`config.mk`:
```
export PLATFORM = sky130hd
export DESIGN_NAME = fp_inflight_pipe
export DESIGN_NICKNAME = d
export VERILOG_FILES = /design/src/rtl/fp_inflight_pipe.sv
export SDC_FILE = /design/constraint.sdc
export NUM_CORES = 1
export LEC_CHECK = 0
export ABC_CLOCK_PERIOD_IN_PS = 3600
export CORE_ASPECT_RATIO = 1.75
export CORE_MARGIN = 10
export CORE_UTILIZATION = 60
export DETAILED_ROUTE_END_ITERATION = 12
export DONT_BUFFER_PORTS = 1
export GPL_TIMING_DRIVEN = 0
export PLACE_DENSITY = 0.84
export SKIP_LAST_GASP = 1
export SLEW_MARGIN = 20
export SYNTH_ARGS = -nofsm -noshare
export SYNTH_HDL_FRONTEND = slang
export SYNTH_SLANG_ARGS = --single-unit
```
`constraint.sdc`:
```
create_clock -name clk -period 3.6 [get_ports clk]
set_clock_uncertainty 0.15 [all_clocks]
set_input_delay 0.36 -clock clk [delete_from_list [all_inputs] [get_ports clk]]
set_output_delay 0.36 -clock clk [all_outputs]
set_load 0.1 [all_outputs]
```
`src/rtl/fp_inflight_pipe.sv`:
```
// fp_inflight_pipe
//   In-flight tracking pipeline for multi-cycle FP execution units. Carries
//   each instruction's destination tag, write enables and an opaque payload
//   through DEPTH stages in step with the arithmetic datapath. It exposes the
//   per-stage hazard vectors, answers three source-register busy queries, and
//   can optionally collapse bubbles while the output is stalled.
// Ports:
//   clk, rst          clock, synchronous active-high reset
//   en                advance enable (0 = downstream stall)
//   clear[DEPTH]      per-stage squash of the value written into stage k
//   in_*              instruction presented at stage 0; in_ready = accepted
//   out_*             contents of stage DEPTH-1
//   uu_rd/uu_reg_write/uu_FP_reg_write  per-stage destination / write flags
//   src_addr/src_fp   three hazard queries; src_busy/src_dist answers
//   occupancy         number of valid stages
module fp_inflight_pipe #(
  parameter int DEPTH     = 6,
  parameter int ADDR_W    = 5,
  parameter int PAYLOAD_W = 32,
  parameter int COMPRESS  = 0,
  localparam int DW = $clog2(DEPTH),
  localparam int OW = $clog2(DEPTH + 1)
) (
  input  logic                      clk,
  input  logic                      rst,
  input  logic                      en,
  input  logic [DEPTH-1:0]          clear,
  input  logic                      in_valid,
  input  logic [ADDR_W-1:0]         in_rd,
  input  logic                      in_reg_write,
  input  logic                      in_fp_reg_write,
  input  logic [PAYLOAD_W-1:0]      in_payload,
  output logic                      in_ready,
  output logic                      out_valid,
  output logic [ADDR_W-1:0]         out_rd,
  output logic                      out_reg_write,
  output logic                      out_fp_reg_write,
  output logic [PAYLOAD_W-1:0]      out_payload,
  output logic [DEPTH*ADDR_W-1:0]   uu_rd,
  output logic [DEPTH-1:0]          uu_reg_write,
  output logic [DEPTH-1:0]          uu_FP_reg_write,
  input  logic [3*ADDR_W-1:0]       src_addr,
  input  logic [2:0]                src_fp,
  output logic [2:0]                src_busy,
  output logic [3*DW-1:0]           src_dist,
  output logic [OW-1:0]             occupancy
);

  typedef struct packed {
    logic                 v;
    logic [ADDR_W-1:0]    rd;
    logic                 rw;
    logic                 fw;
    logic [PAYLOAD_W-1:0] pl;
  } stage_t;

  localparam logic CMP = (COMPRESS != 0);

  stage_t [DEPTH-1:0] st;
  stage_t [DEPTH-1:0] nxt;
  logic   [DEPTH-1:0] adv;

  // Advance decisions use start-of-cycle occupancy only, so a hole moves at
  // most one slot per cycle when collapsing.
  always_comb begin
    adv = '0;
    for (int k = 0; k < DEPTH - 1; k++) adv[k] = en | (CMP & ~st[k+1].v);
    adv[DEPTH-1] = en;
  end

  assign in_ready = en | (CMP & ~st[0].v);

  genvar k;
  generate
    for (k = 0; k < DEPTH; k++) begin : g_stage
      if (k == 0) begin : g_head
        always_comb begin
          nxt[0] = st[0];
          if (clear[0])      nxt[0] = '0;
          else if (in_ready) nxt[0] = in_valid ?
                               '{v: 1'b1, rd: in_rd, rw: in_reg_write,
                                 fw: in_fp_reg_write, pl: in_payload} : '0;
        end
      end else begin : g_body
        // Upstream arrival (even a bubble) beats a drain; a drain with nothing
        // arriving leaves a bubble so invalid stages stay all-zero.
        always_comb begin
          nxt[k] = st[k];
          if (clear[k])        nxt[k] = '0;
          else if (adv[k-1])   nxt[k] = st[k-1];
          else if (adv[k])     nxt[k] = '0;
        end
      end

      assign uu_rd[k*ADDR_W +: ADDR_W] = st[k].rd;
      assign uu_reg_write[k]           = st[k].v & st[k].rw;
      assign uu_FP_reg_write[k]        = st[k].v & st[k].fw;
    end
  endgenerate

  always_ff @(posedge clk) begin
    if (rst) st <= '0;
    else     st <= nxt;
  end

  assign out_valid        = st[DEPTH-1].v;
  assign out_rd           = st[DEPTH-1].rd;
  assign out_reg_write    = st[DEPTH-1].rw;
  assign out_fp_reg_write = st[DEPTH-1].fw;
  assign out_payload      = st[DEPTH-1].pl;

  // Scan from the oldest stage down so the youngest match is written last.
  always_comb begin
    src_busy = '0;
    src_dist = '0;
    for (int q = 0; q < 3; q++) begin
      for (int s = DEPTH - 1; s >= 0; s--) begin
        if (st[s].v && st[s].rd == src_addr[q*ADDR_W +: ADDR_W] &&
            ((src_fp[q] && st[s].fw) ||
             (!src_fp[q] && st[s].rw && src_addr[q*ADDR_W +: ADDR_W] != '0))) begin
          src_busy[q]           = 1'b1;
          src_dist[q*DW +: DW]  = DW'(s);
        end
      end
    end
  end

  always_comb begin
    occupancy = '0;
    for (int s = 0; s < DEPTH; s++) occupancy = occupancy + OW'(st[s].v);
  end

endmodule

```
==> results list, run 1 <==
- CTS tree: yes
- Of the cells placed in the final design, the portion with a size suffix greater than 1 is 15.4%.
- The multi-input combinational cells in the finished layout cover a total of 5110 µm².
* # rows: 64
- Setup slack on the critical path of the routed design comes to -190 ps.
* Total count of max-transition violations in the final report: 0
* Die X-Extent: 121 µm
* Clk_lat worst skew: 500 ps
- The worst path in the final design needs a cycle of 3790 ps, including I/O delays and setup.
- Among cell families on the critical path, the largest total delay comes from adder cells.
* Cts bufs inserted: 22
- Walking the worst path, the cells encountered are fa_1 > inv_1 > fa_1 > inv_1 > ha_1 > inv_1 > fa_1 > clkinvlp_4.
- The tightest min-delay check is of the reg -> reg type.
- Number of violations of the max-capacitance limit: 0
- The first global-routing pass estimated 45.7 mm of wire.
* Synthesis Warnings: 0
- For this block, the routed nets add up to 29.5 mm of wire.
* Number of primary I/O pins: 165
- The initial antenna violation count came to 0.
* Total routing usage reported by global routing: 24.1%
- Clock-pin slew was measured on the worst setup and hold paths at 70 ps.
- Residual DRC count: 0
* Number of instances in the placed design: 1,351
- The die covers 23,800 µm².
- Summing internal, switching and leakage power gives 5.47 mW.
- The top cell types in the final layout, fill and taps aside, are sky130_fd_sc_hd__nor2_1 (243), sky130_fd_sc_hd__dfxtp_1 (237), sky130_fd_sc_hd__mux2i_1 (205).
* CP Capture Type: output port
* Status: complete, but fails checks
- Delay contributed by the slowest stage of the critical path: 620 ps
- Relative to the synthesized area, the layout overhead comes to 15.8%.
- After synthesis the netlist holds a flip-flop and latch count of 240.
- Post-synthesis area per instance: 9.56 µm²
- At the pin with the least slew margin, the transition time is 1070 ps.
- Largest net degree at the start of global routing: 16
- Floorplan Core Area: 17,500 µm²
- During placement, the flow inserted port buffers numbering 0.
* Smallest hold slack: 343 ps
- By startpoint and endpoint, the worst setup path is classified as reg -> out.
- The detailed router finished its first iteration with 504 violations.
- The wire-length estimate of the detail-placed layout is 21.7 mm.
* Fraction of the yosys area taken by sequential cells: 44.9%
- The count of final hold-check violations was 0.
* Net Count, Synth: 1,191
- Remaining max-slew budget at the tightest pin: 28.6%
- Finish-stage setup viols: 2
- STA puts the critical path data required time at 3090 ps.
- Number of instances in the synthesized netlist: 1,120
* Count of different cell masters after synthesis: 34
* Overflow left after global routing: 0
* Worst-case clock buffer depth: 3
* Number of vias after detailed routing: 8,025
- Max FO, Critical Path: 8
* Violated checks: negative setup slack
- STA classifies the critical path startpoint as a flop.
* H-tree level count: 1
- Final net count: 1,255
- Clock root buffer: sky130_fd_sc_hd__clkbuf_16
- Max Freq: 0.264 GHz
- Summing every instance area after synthesis gives 10,700 µm².
* Final Cycle Share: 105%
- Number of global-route vias before repair: 8,341
- Worst ir drop on vdd: 0.445 mV
- Counting both buffers and inverters, the worst setup path holds a total of 4.
- Core utilization of the finished layout: 70.7%
- Initial DRT Pass Iterations: 5
- The slowest stage of the critical path is the sky130_fd_sc_hd__dfxtp_4 cell.
* Fillers: 1,311
- Clock tree sinks: 240
* Final RePlAce weighted congestion: 1.04
- Initial core utilization: 61.1%
- Diode count: 0
- The sequential cells in the finished layout cover a total of 4810 µm².
- The die is 197 µm tall.
* Unrepaired setup endpoints after global routing: true
* P per Cell Area: 441 nW/µm²
- Most common cell after layout, fill and taps aside: sky130_fd_sc_hd__nor2_1
* Final ANT Viol Nets: 0
- Dividing the detail-routed via count by the number of cells gives 5.61.
- Summed over all cells, the static leakage comes to 4.90 nW.
- Arrival time at the worst endpoint: 3280 ps
- Routed length per placed instance: 20.7 µm
* Final non-filler cell total: 1,430
## sequential cells by signal (all words and copies together) (netlist names)
| register | cells |
|---|---|
| out_fp_reg_write | 1 |
| out_payload | 32 |
| out_rd | 5 |
| out_reg_write | 1 |
| out_valid | 1 |
| st | 175 |
| uu_rd | 25 |
## worst min-delay path, stage by stage (launching register included)
cell	delay (ps)
sky130_fd_sc_hd__dfxtp_1	330
sky130_fd_sc_hd__mux2i_1	60
sky130_fd_sc_hd__nor2_1	70
## routing by layer
layer | track usage [%] | wire length (µm)
met5 | 0 | 0
met4 | 14.8 | 1900
met3 | 4.78 | 1880
met2 | 44.8 | 15900
met1 | 23.5 | 9910
## cell type report
type | count | share of cell area, %
Buffer | 168 | 7.85
Clock buffer | 33 | 5.27
Clock inverter | 6 | 0.747
Inverter | 12 | 0.424
Multi-Input combinational cell | 698 | 41.2
Sequential cell | 240 | 38.8
Tap cell | 231 | 2.33
Timing Repair Buffer | 42 | 3.33
## final timing paths
path,depth (start not counted),endpoint,slack [ps],startpoint
setup / recovery,8,occupancy[1],-190,out_valid
hold / removal,2,st[161],340,st[161]
setup reg to reg,2,out_fp_reg_write,2360,out_fp_reg_write
hold reg to reg,2,st[161],340,st[161]
## Yosys cell counts
cell type                   count  area (µm²)
sky130_fd_sc_hd__nor2_1       243         912
sky130_fd_sc_hd__dfxtp_1      240        4800
sky130_fd_sc_hd__mux2i_1      205        2050
sky130_fd_sc_hd__xnor2_1       81         709
sky130_fd_sc_hd__buf_4         77         578
sky130_fd_sc_hd__clkbuf_1      59         221
sky130_fd_sc_hd__a22oi_1       39         293
sky130_fd_sc_hd__buf_2         21         105
sky130_fd_sc_hd__nand4_1       18         113
sky130_fd_sc_hd__o21ai_0       14        70.1
sky130_fd_sc_hd__and2_1        13        81.3
sky130_fd_sc_hd__inv_1         12        45.0
sky130_fd_sc_hd__a2111oi_1     10         100
sky130_fd_sc_hd__buf_1         10        37.5
sky130_fd_sc_hd__nor3_1        10        50.1
sky130_fd_sc_hd__xor2_1         9        78.8
sky130_fd_sc_hd__nand2_1        8        30.0
sky130_fd_sc_hd__nor2b_1        8        50.1
sky130_fd_sc_hd__o21ai_1        8        40.0
sky130_fd_sc_hd__or2_2          6        37.5
sky130_fd_sc_hd__a211oi_1       3        22.5
sky130_fd_sc_hd__buf_6          3        33.8
sky130_fd_sc_hd__fa_1           3        60.1
sky130_fd_sc_hd__nor4_2         3        37.5
sky130_fd_sc_hd__or4_1          3        22.5
sky130_fd_sc_hd__or4_4          3        33.8
sky130_fd_sc_hd__a2111oi_0      2        17.5
sky130_fd_sc_hd__nor4_1         2        12.5
sky130_fd_sc_hd__o21ai_2        2        17.5
sky130_fd_sc_hd__a21oi_1        1        5.00
sky130_fd_sc_hd__ha_1           1        12.5
sky130_fd_sc_hd__mux2_2         1        11.3
sky130_fd_sc_hd__nand3_1        1        5.00
sky130_fd_sc_hd__o31a_1         1        8.76
## what timing repair did
item                                    CTS  global route
cloned                                    0             0
setup buffers                             0             3
pin swaps                                 8             7
gates resized for setup                  19            13
endpoints found under the setup margin   15            11
hold endpoints to repair                 39             0
hold buffers                             39             0
## power breakdown
part           switching (mW)  leakage, nW  total, mW  internal (mW)
combinational           0.251         2.60      0.410          0.159
clock                   0.979        0.362       2.38           1.41
sequential            0.00854         1.94       2.67           2.67
total                    1.24         4.90       5.47           4.23
## stage by stage
| step | TNS [ps] | instance area, µm² | worst slack [ps] |
|---|---|---|---|
| 3_5_place_dp | -106 | 11100 | -76.9 |
| 6_report | -205 | 12400 | -190 |
| 4_1_cts | -288 | 12300 | -239 |
| 5_1_grt | -391 | 12400 | -278 |
| 2_1_floorplan | 0 | 10700 | 57.6 |
| 3_3_place_gp | -863 | 11000 | -167 |
## kinds of logic after synthesis
family                   count (synthesis)  share of synthesized area, %
multiplexers                           206                          19.3
XOR/XNOR                                90                          7.36
AO/OA/AOI/OAI                           80                          5.36
buffers and inverters                  182                          9.53
flip-flops                             240                          44.9
AND/OR/NAND/NOR                        318                          12.9
adder cells (fa/ha/maj)                  4                         0.678
Power figures use the tool's default switching activity.
==> inputs of run 2 (changes only) <==
ABC_AREA = 1   (was not set)
==> run 2 against run 1 <==
Against the previous run: the flow still finishes with violations (negative setup slack); die area is 1.3% higher; first-iteration DRC count is 50% higher; clock power is 13% lower; critical path type unchanged; worst hold slack worse by 180 ps; highest routed layer unchanged.
==> results list, run 2 <==
- Clock tree synthesis found a total of 240 sinks.
* Floorplan Core Area: 17,900 µm²
- Final Cycle Share: 106%
- Cell occurring most often along the worst timing path: sky130_fd_sc_hd__inv_1
* Most common cell after layout, fill and taps aside: sky130_fd_sc_hd__nand2_1
* Post-synthesis area per instance: 6.95 µm²
* Remaining max-slew budget at the tightest pin: 27.3%
- The congestion estimate from routability-driven global placement came to 0.997.
* Max FO, Critical Path: 8
- Slowest stage cell, crit path: sky130_fd_sc_hd__dfxtp_4
- In this run the core area contains 65 standard-cell rows.
* Top post-synthesis cells by area: sky130_fd_sc_hd__dfxtp_1 (44%), sky130_fd_sc_hd__nand2_1 (19%), sky130_fd_sc_hd__a21oi_1 (10%)
* Fillers: 1,534
- The register with the most flip-flops in the layout has 175 of them.
- Number of hold-slack violations in the final timing report: 0
* Area taken by flip-flops and latches: 4810 µm²
* Classification of the worst setup path: reg -> out
- Number of instances in the synthesized netlist: 1,564
- In this run the cell area of the synthesized design comes to 10,900 µm².
* DP Wirelength: 28.4 mm
- On the worst path, the slowest cell contributes a delay of 620 ps.
- Count of flip-flops with a built-in enable after synthesis: 0
- Across the run, the number of max-cap violations was 0.
- Largest net degree at the start of global routing: 17
* Primary flip-flop cell chosen by synthesis mapping: sky130_fd_sc_hd__dfxtp_1
- Summed over all failing endpoints, the final setup total negative slack is -201 ps.
- Net switching power figure: 1.39 mW
* Fin worst setup slack: -201 ps
- STA classifies the critical path startpoint as a flop.
- The die covers 24,100 µm².
- Worst ir drop on vdd: 0.584 mV
- The final reports fail on negative setup slack.
* Initial DRT Pass Iterations: 7
- Pint: 3.95 mW
* Critical Path RT: 3090 ps
- Clock-pin transition on the worst setup and hold timing paths: 70 ps
- Worst-Margin Slew: 1090 ps
- Post-detailed-routing wire length: 37.9 mm
* Overflow left after global routing: 0
- Setup Fix Bufs, Post-CTS: 0
- Finish-stage setup viols: 1
- Summed over all cells, the static leakage comes to 4.47 nW.
- The count of final max-slew check failures is 0.
- The largest total area in the synthesized netlist belongs to sky130_fd_sc_hd__dfxtp_1.
* CP Capture Type: output port
* Clk_lat worst skew: 500 ps
* Port-buffer cells: 0
- Total routing usage reported by global routing: 30.4%
- The routed layout has 10,700 vias.
- Status: complete, but fails checks
* Number of primary I/O pins: 165
- After detailed routing, the number of remaining DRC violations is 0.
* Fraction of layout instances using a drive strength above 1: 11.3%
- After synthesis the netlist holds a flip-flop and latch count of 240.
- Clock tree synthesis selected as its root buffer the cell sky130_fd_sc_hd__clkbuf_16.
- Setup repair after global routing could not meet its margin everywhere.
- Highest-count cells in the layout ignoring fill and taps: sky130_fd_sc_hd__nand2_1 (558), sky130_fd_sc_hd__dfxtp_1 (235), sky130_fd_sc_hd__a21oi_1 (225)
* Arrival time at the worst endpoint: 3290 ps
- Number of global-route vias before repair: 10,600
* First-pass GRT wire length: 57.1 mm
- Die X-Extent: 122 µm
- In this run the remaining antenna-violating nets after routing total 0.
* Worst-case clock buffer depth: 3
- Routed length per placed instance: 20.3 µm
* Die Y-Extent: 198 µm
- Clock share of power: 38.8%
* Iteration-0 DRC count of the detailed router: 757
- Sequential cells burn 50.9% of the power.
* Min Clock Period, post-route: 3800 ps
- Derived from the worst setup path, the maximum achievable clock frequency is 0.263 GHz.
* Initial antenna violation count: 2
* Final net count: 1,696
- Synth top cells by count: sky130_fd_sc_hd__nand2_1 (558), sky130_fd_sc_hd__dfxtp_1 (240), sky130_fd_sc_hd__a21oi_1 (227)
* Sw Share: 26.0%
- In this run, CTS created clock tree buffers numbering 20.
* Area after detailed placement: 11,200 µm²
- Fraction of the yosys area taken by sequential cells: 44.2%
- Register containing the most flip-flops in the final layout: st
- The number of nets in the synthesized netlist is 1,635.
* Synthesis Warnings: 0
* Hold WC Path Type: in -> reg
- Setup slack after placement: -34.1 ps
* Growth of design area from synthesis to finish: 12.7%
* P per Cell Area: 436 nW/µm²
- Initial core utilization: 60.8%
- Number of vias per cell: 5.72
- Multi-input combinational cell area: 4920 µm²
* Smallest hold slack: 160 ps
* H-tree level count: 1
- CTS tree: yes
- sky130_fd_sc_hd__nand2_1 is the most common cell in the netlist.
- Final design area excluding fillers: 12,200 µm²
- Cell-by-cell listing of the critical path: fa_1 > inv_1 > fa_1 > inv_1 > ha_1 > inv_1 > fa_2 > clkinvlp_4
- Fraction of power consumed by combinational cells: 10.3%
- Post-synth top area share: 44.2%
- Yosys mapped the design onto 32 distinct sky130hd cell types.
- Synth async-reset ratio: 0%
-- run 2: routing by layer --
metal / share of wire [%] / global-route usage, % / up-vias
li1: - / - / 5079
met1: 32 / 28.1 / 4955
met2: 54 / 57.1 / 492
met3: 5.8 / 4.19 / 177
met4: 8.4 / 24.0 / 0
met5: 0 / 0 / -
-- run 2: power groups by stage --
stage / Sequential, mW / Clock [mW] / Combinational, mW
after CTS: 2.71 / 2.08 / 0.538
after detailed placement: 2.78 / 0 / 0.500
after global placement: 2.78 / 0 / 0.496
final: 2.72 / 2.07 / 0.548
after floorplan: 2.76 / 0 / 0.393
after global routing: 2.72 / 2.17 / 0.588
-- run 2: what timing repair did --
action | in CTS | in global routing
cloned | 0 | 0
resized for setup | 10 | 0
setup endpoints to repair | 10 | 2
hold endpoints to repair | 39 | 0
pin swaps | 2 | 1
hold buffers | 39 | 0
-- run 2: path summary, 6_finish.rpt --
path / slack, ps / cells past startpoint / to / start
max: -200 / 8 / occupancy[1] / out_valid
min reg2reg: 310 / 2 / out_payload[9] / out_payload[9]
min: 160 / 3 / st[25] / in_valid
max reg2reg: 2340 / 2 / out_fp_reg_write / out_fp_reg_write
-- run 2: layout make-up --
type                    instances  share of cell area [%]
multi-input cells            1084                    40.2
flip-flops and latches        240                    39.3
plain buffers                 162                    7.52
clock buffers                  30                    4.81
repair buffers                 39                    3.19
inverters                      78                    2.45
well taps                     234                    2.39
clock inverters                 3                   0.143
diodes                          2                  0.0409
-- run 2: cell families (layout without fill, tap and decap cells) --
family	Yosys count	in the layout	synth area share (%)
compound gates	313	313	15.3
xor+xnor	5	5	0.403
fa+ha+maj	4	4	0.668
buf+inv	240	312	11.2
flops	240	240	44.2
other cells	0	2	0
simple gates	762	762	28.2
-- run 2: through the flow --
stage               utilization [%]  std cells  power, mW
floorplan                         -       1564       3.15
global placement               62.4       1798       3.27
detailed placement             62.7       1798       3.28
CTS                            68.4       1870       5.33
global route                   68.5       1872       5.47
finish                         68.5       1872       5.34
-- run 2: critical path, delay by kind of cell (launching register included) --
family	cells	cell delay, ps
adders and majority gates	4	1540
DFF	1	620
buffers and inverters	4	610
==> inputs of run 3 (changes only) <==
ABC_CLOCK_PERIOD_IN_PS = 4500   (was 3600)
clock period = 4.5 ns   (was 3.6 ns; I/O delays follow)
==> run 3 against run 2 <==
Against the previous run: the run now ends clean; global-route usage fell by 0.18 points; worst setup slack better by 450 ps; core utilization increased by 0.077 points; via count up 0.65%; sequential power down 20%; critical path type unchanged; highest routed layer is now met5; critical path depth stayed put.
==> results list, run 3 (synthesis gave the netlist of run 2 again) <==
- Number of hold-slack violations in the final timing report: 0
- Initial core utilization: 60.8%
- The post-route netlist has 11.2% of its cells at a drive strength greater than 1.
* Max Freq: 0.236 GHz
* Max FO, Critical Path: 8
- The count of final max-slew check failures was 0.
- Across the run, the number of max-cap violations was 0.
* Quantity of hold-fixing buffers added after cts: 39
- First-pass GRT wire length: 56.9 mm
* Die Y-Extent: 198 µm
- Final RePlAce weighted congestion: 1.01
* Clk_lat worst skew: 490 ps
- The worst-case IR drop observed on VDD is 0.412 mV.
* P per Cell Area: 356 nW/µm²
* Number of global-route vias before repair: 10,800
* Register containing the most flip-flops in the final layout: st
- Total routing usage reported by global routing: 30.2%
- The net count of the finished layout is 1,696.
* Largest net degree at the start of global routing: 18
- STA classifies the critical path startpoint as a flop.
* Hold WC Path Type: in -> reg
* Growth of design area from synthesis to finish: 12.8%
- In the final routed layout, each cell accounts on average for 20.2 µm.
- At the pin with the least slew margin, the transition time is 1140 ps.
- Overflow left after global routing: 0
- Total chip power: 4.36 mW
- Clock tree sinks: 240
* Total die area: 24,100 µm²
- Across all layers, the routed design uses 10,800 vias.
- The detail route stage leaves a number of antenna-violating nets equal to 0.
* Number of vias per cell: 5.76
- Initial antenna violation count: 3
- CP Capture Type: output port
- Setup slack after placement: 768 ps
- Following the worst setup path forward leads to its endpoint at occupancy[1].
- Pin placement for this block handled 165 I/O pins.
* Classification of the worst setup path: reg -> out
- Largest register FFs: 175
- Worst-case clock buffer depth: 3
- Fin worst setup slack: 254 ps
- Setup total negative slack on the finished layout was measured at 0 ps.
- The critical path starts at out_valid.
- After detailed routing, the number of remaining DRC violations is 0.
- Static leakage: 4.52 nW
* Finish-stage setup viols: 0
- In this run the critical register-to-register path is captured at out_reg_write.
- Headroom to the max-slew limit came out at 24.1%.
- Measured along the x axis, the die boundary spans 122 µm.
* Status: finished clean
- Critical register-to-register path startpoint: out_reg_write
- After floorplanning, the core was sized to cover 17,900 µm².
- Setup Fix Bufs, Post-CTS: 0
* Min Clock Period, post-route: 4250 ps
- Clock-pin transition on the worst setup and hold timing paths: 70 ps
- Highest-count cells in the layout ignoring fill and taps: sky130_fd_sc_hd__nand2_1 (558), sky130_fd_sc_hd__dfxtp_1 (238), sky130_fd_sc_hd__a21oi_1 (225)
* Cts bufs inserted: 20
- The floorplan has 65 rows.
- TritonCTS built the clock tree.
* Port-buffer cells: 0
- DP Wirelength: 27.7 mm
- Unrepaired setup endpoints after global routing: false
- The tree is rooted in a sky130_fd_sc_hd__clkbuf_16.
- Initial DRT Pass Iterations: 7
- Post-detailed-routing wire length: 37.7 mm
* Iteration-0 DRC count of the detailed router: 939
- For the worst setup path, the data required time is 3900 ps.
- Count of instances resized after the clock tree is built: 0
- CTS built an H-tree with a depth of 1.
* Most common cell after layout, fill and taps aside: sky130_fd_sc_hd__nand2_1
* Final Cycle Share: 94.4%
- Arrival time at the worst endpoint: 3650 ps
* Number of cells on the worst reg-to-reg path: 2
* Setup slack of the worst register-to-register path: 2910 ps
[run 3: report_power, final]
group	internal (mW)	switching (mW)
clock	0.993	0.759
sequential	2.14	0.0325
combinational	0.116	0.323
total	3.25	1.11
[run 3: final cells by class]
class | instances | area, µm²
sequential | 240 | 4810
clock buffer | 24 | 557
antenna | 2 | 5.00
multi-input combinational | 1084 | 4910
timing repair buffer | 39 | 390
clock inverter | 8 | 90.1
fill | 1537 | 5630
inverter | 78 | 293
buffer | 162 | 921
tap | 234 | 293
[run 3: layer usage]
metal  global-route usage, %  up-vias  share of wire, %
li1                        -     5078                 -
met1                    26.4     4996                31
met2                    57.1      516                54
met3                    5.39      181               6.2
met4                    24.9        2               8.4
met5                       0        -             0.034
[run 3: worst min-delay path by stage]
stage | depth (start not counted) | start | to | slack, ps
2_1_floorplan | 2 | st[186] | out_payload[26] | 290
3_3_place_gp | 2 | st[188] | st[188] | 300
3_5_place_dp | 2 | st[99] | st[99] | 300
4_1_cts | 3 | in_valid | st[24] | 200
5_1_grt | 3 | in_valid | st[25] | 280
6_report | 3 | in_valid | st[18] | 270
[run 3: through the flow]
step	util (%)	std cells	cell area, µm²	hold WS (ps)
3_5_place_dp	62.7	1798	11200	302
2_1_floorplan	-	1564	10900	286
5_1_grt	68.5	1871	12300	278
4_1_cts	68.5	1869	12200	205
6_report	68.5	1871	12300	268
3_3_place_gp	62.4	1798	11200	298
[run 3: worst max-delay path, cell delays in order (launching register included)]
cell,delay (ps)
sky130_fd_sc_hd__dfxtp_2,810
sky130_fd_sc_hd__fa_1,520
sky130_fd_sc_hd__inv_1,80
sky130_fd_sc_hd__fa_1,400
sky130_fd_sc_hd__inv_1,70
sky130_fd_sc_hd__ha_1,130
sky130_fd_sc_hd__inv_1,60
sky130_fd_sc_hd__fa_1,460
sky130_fd_sc_hd__inv_1,630
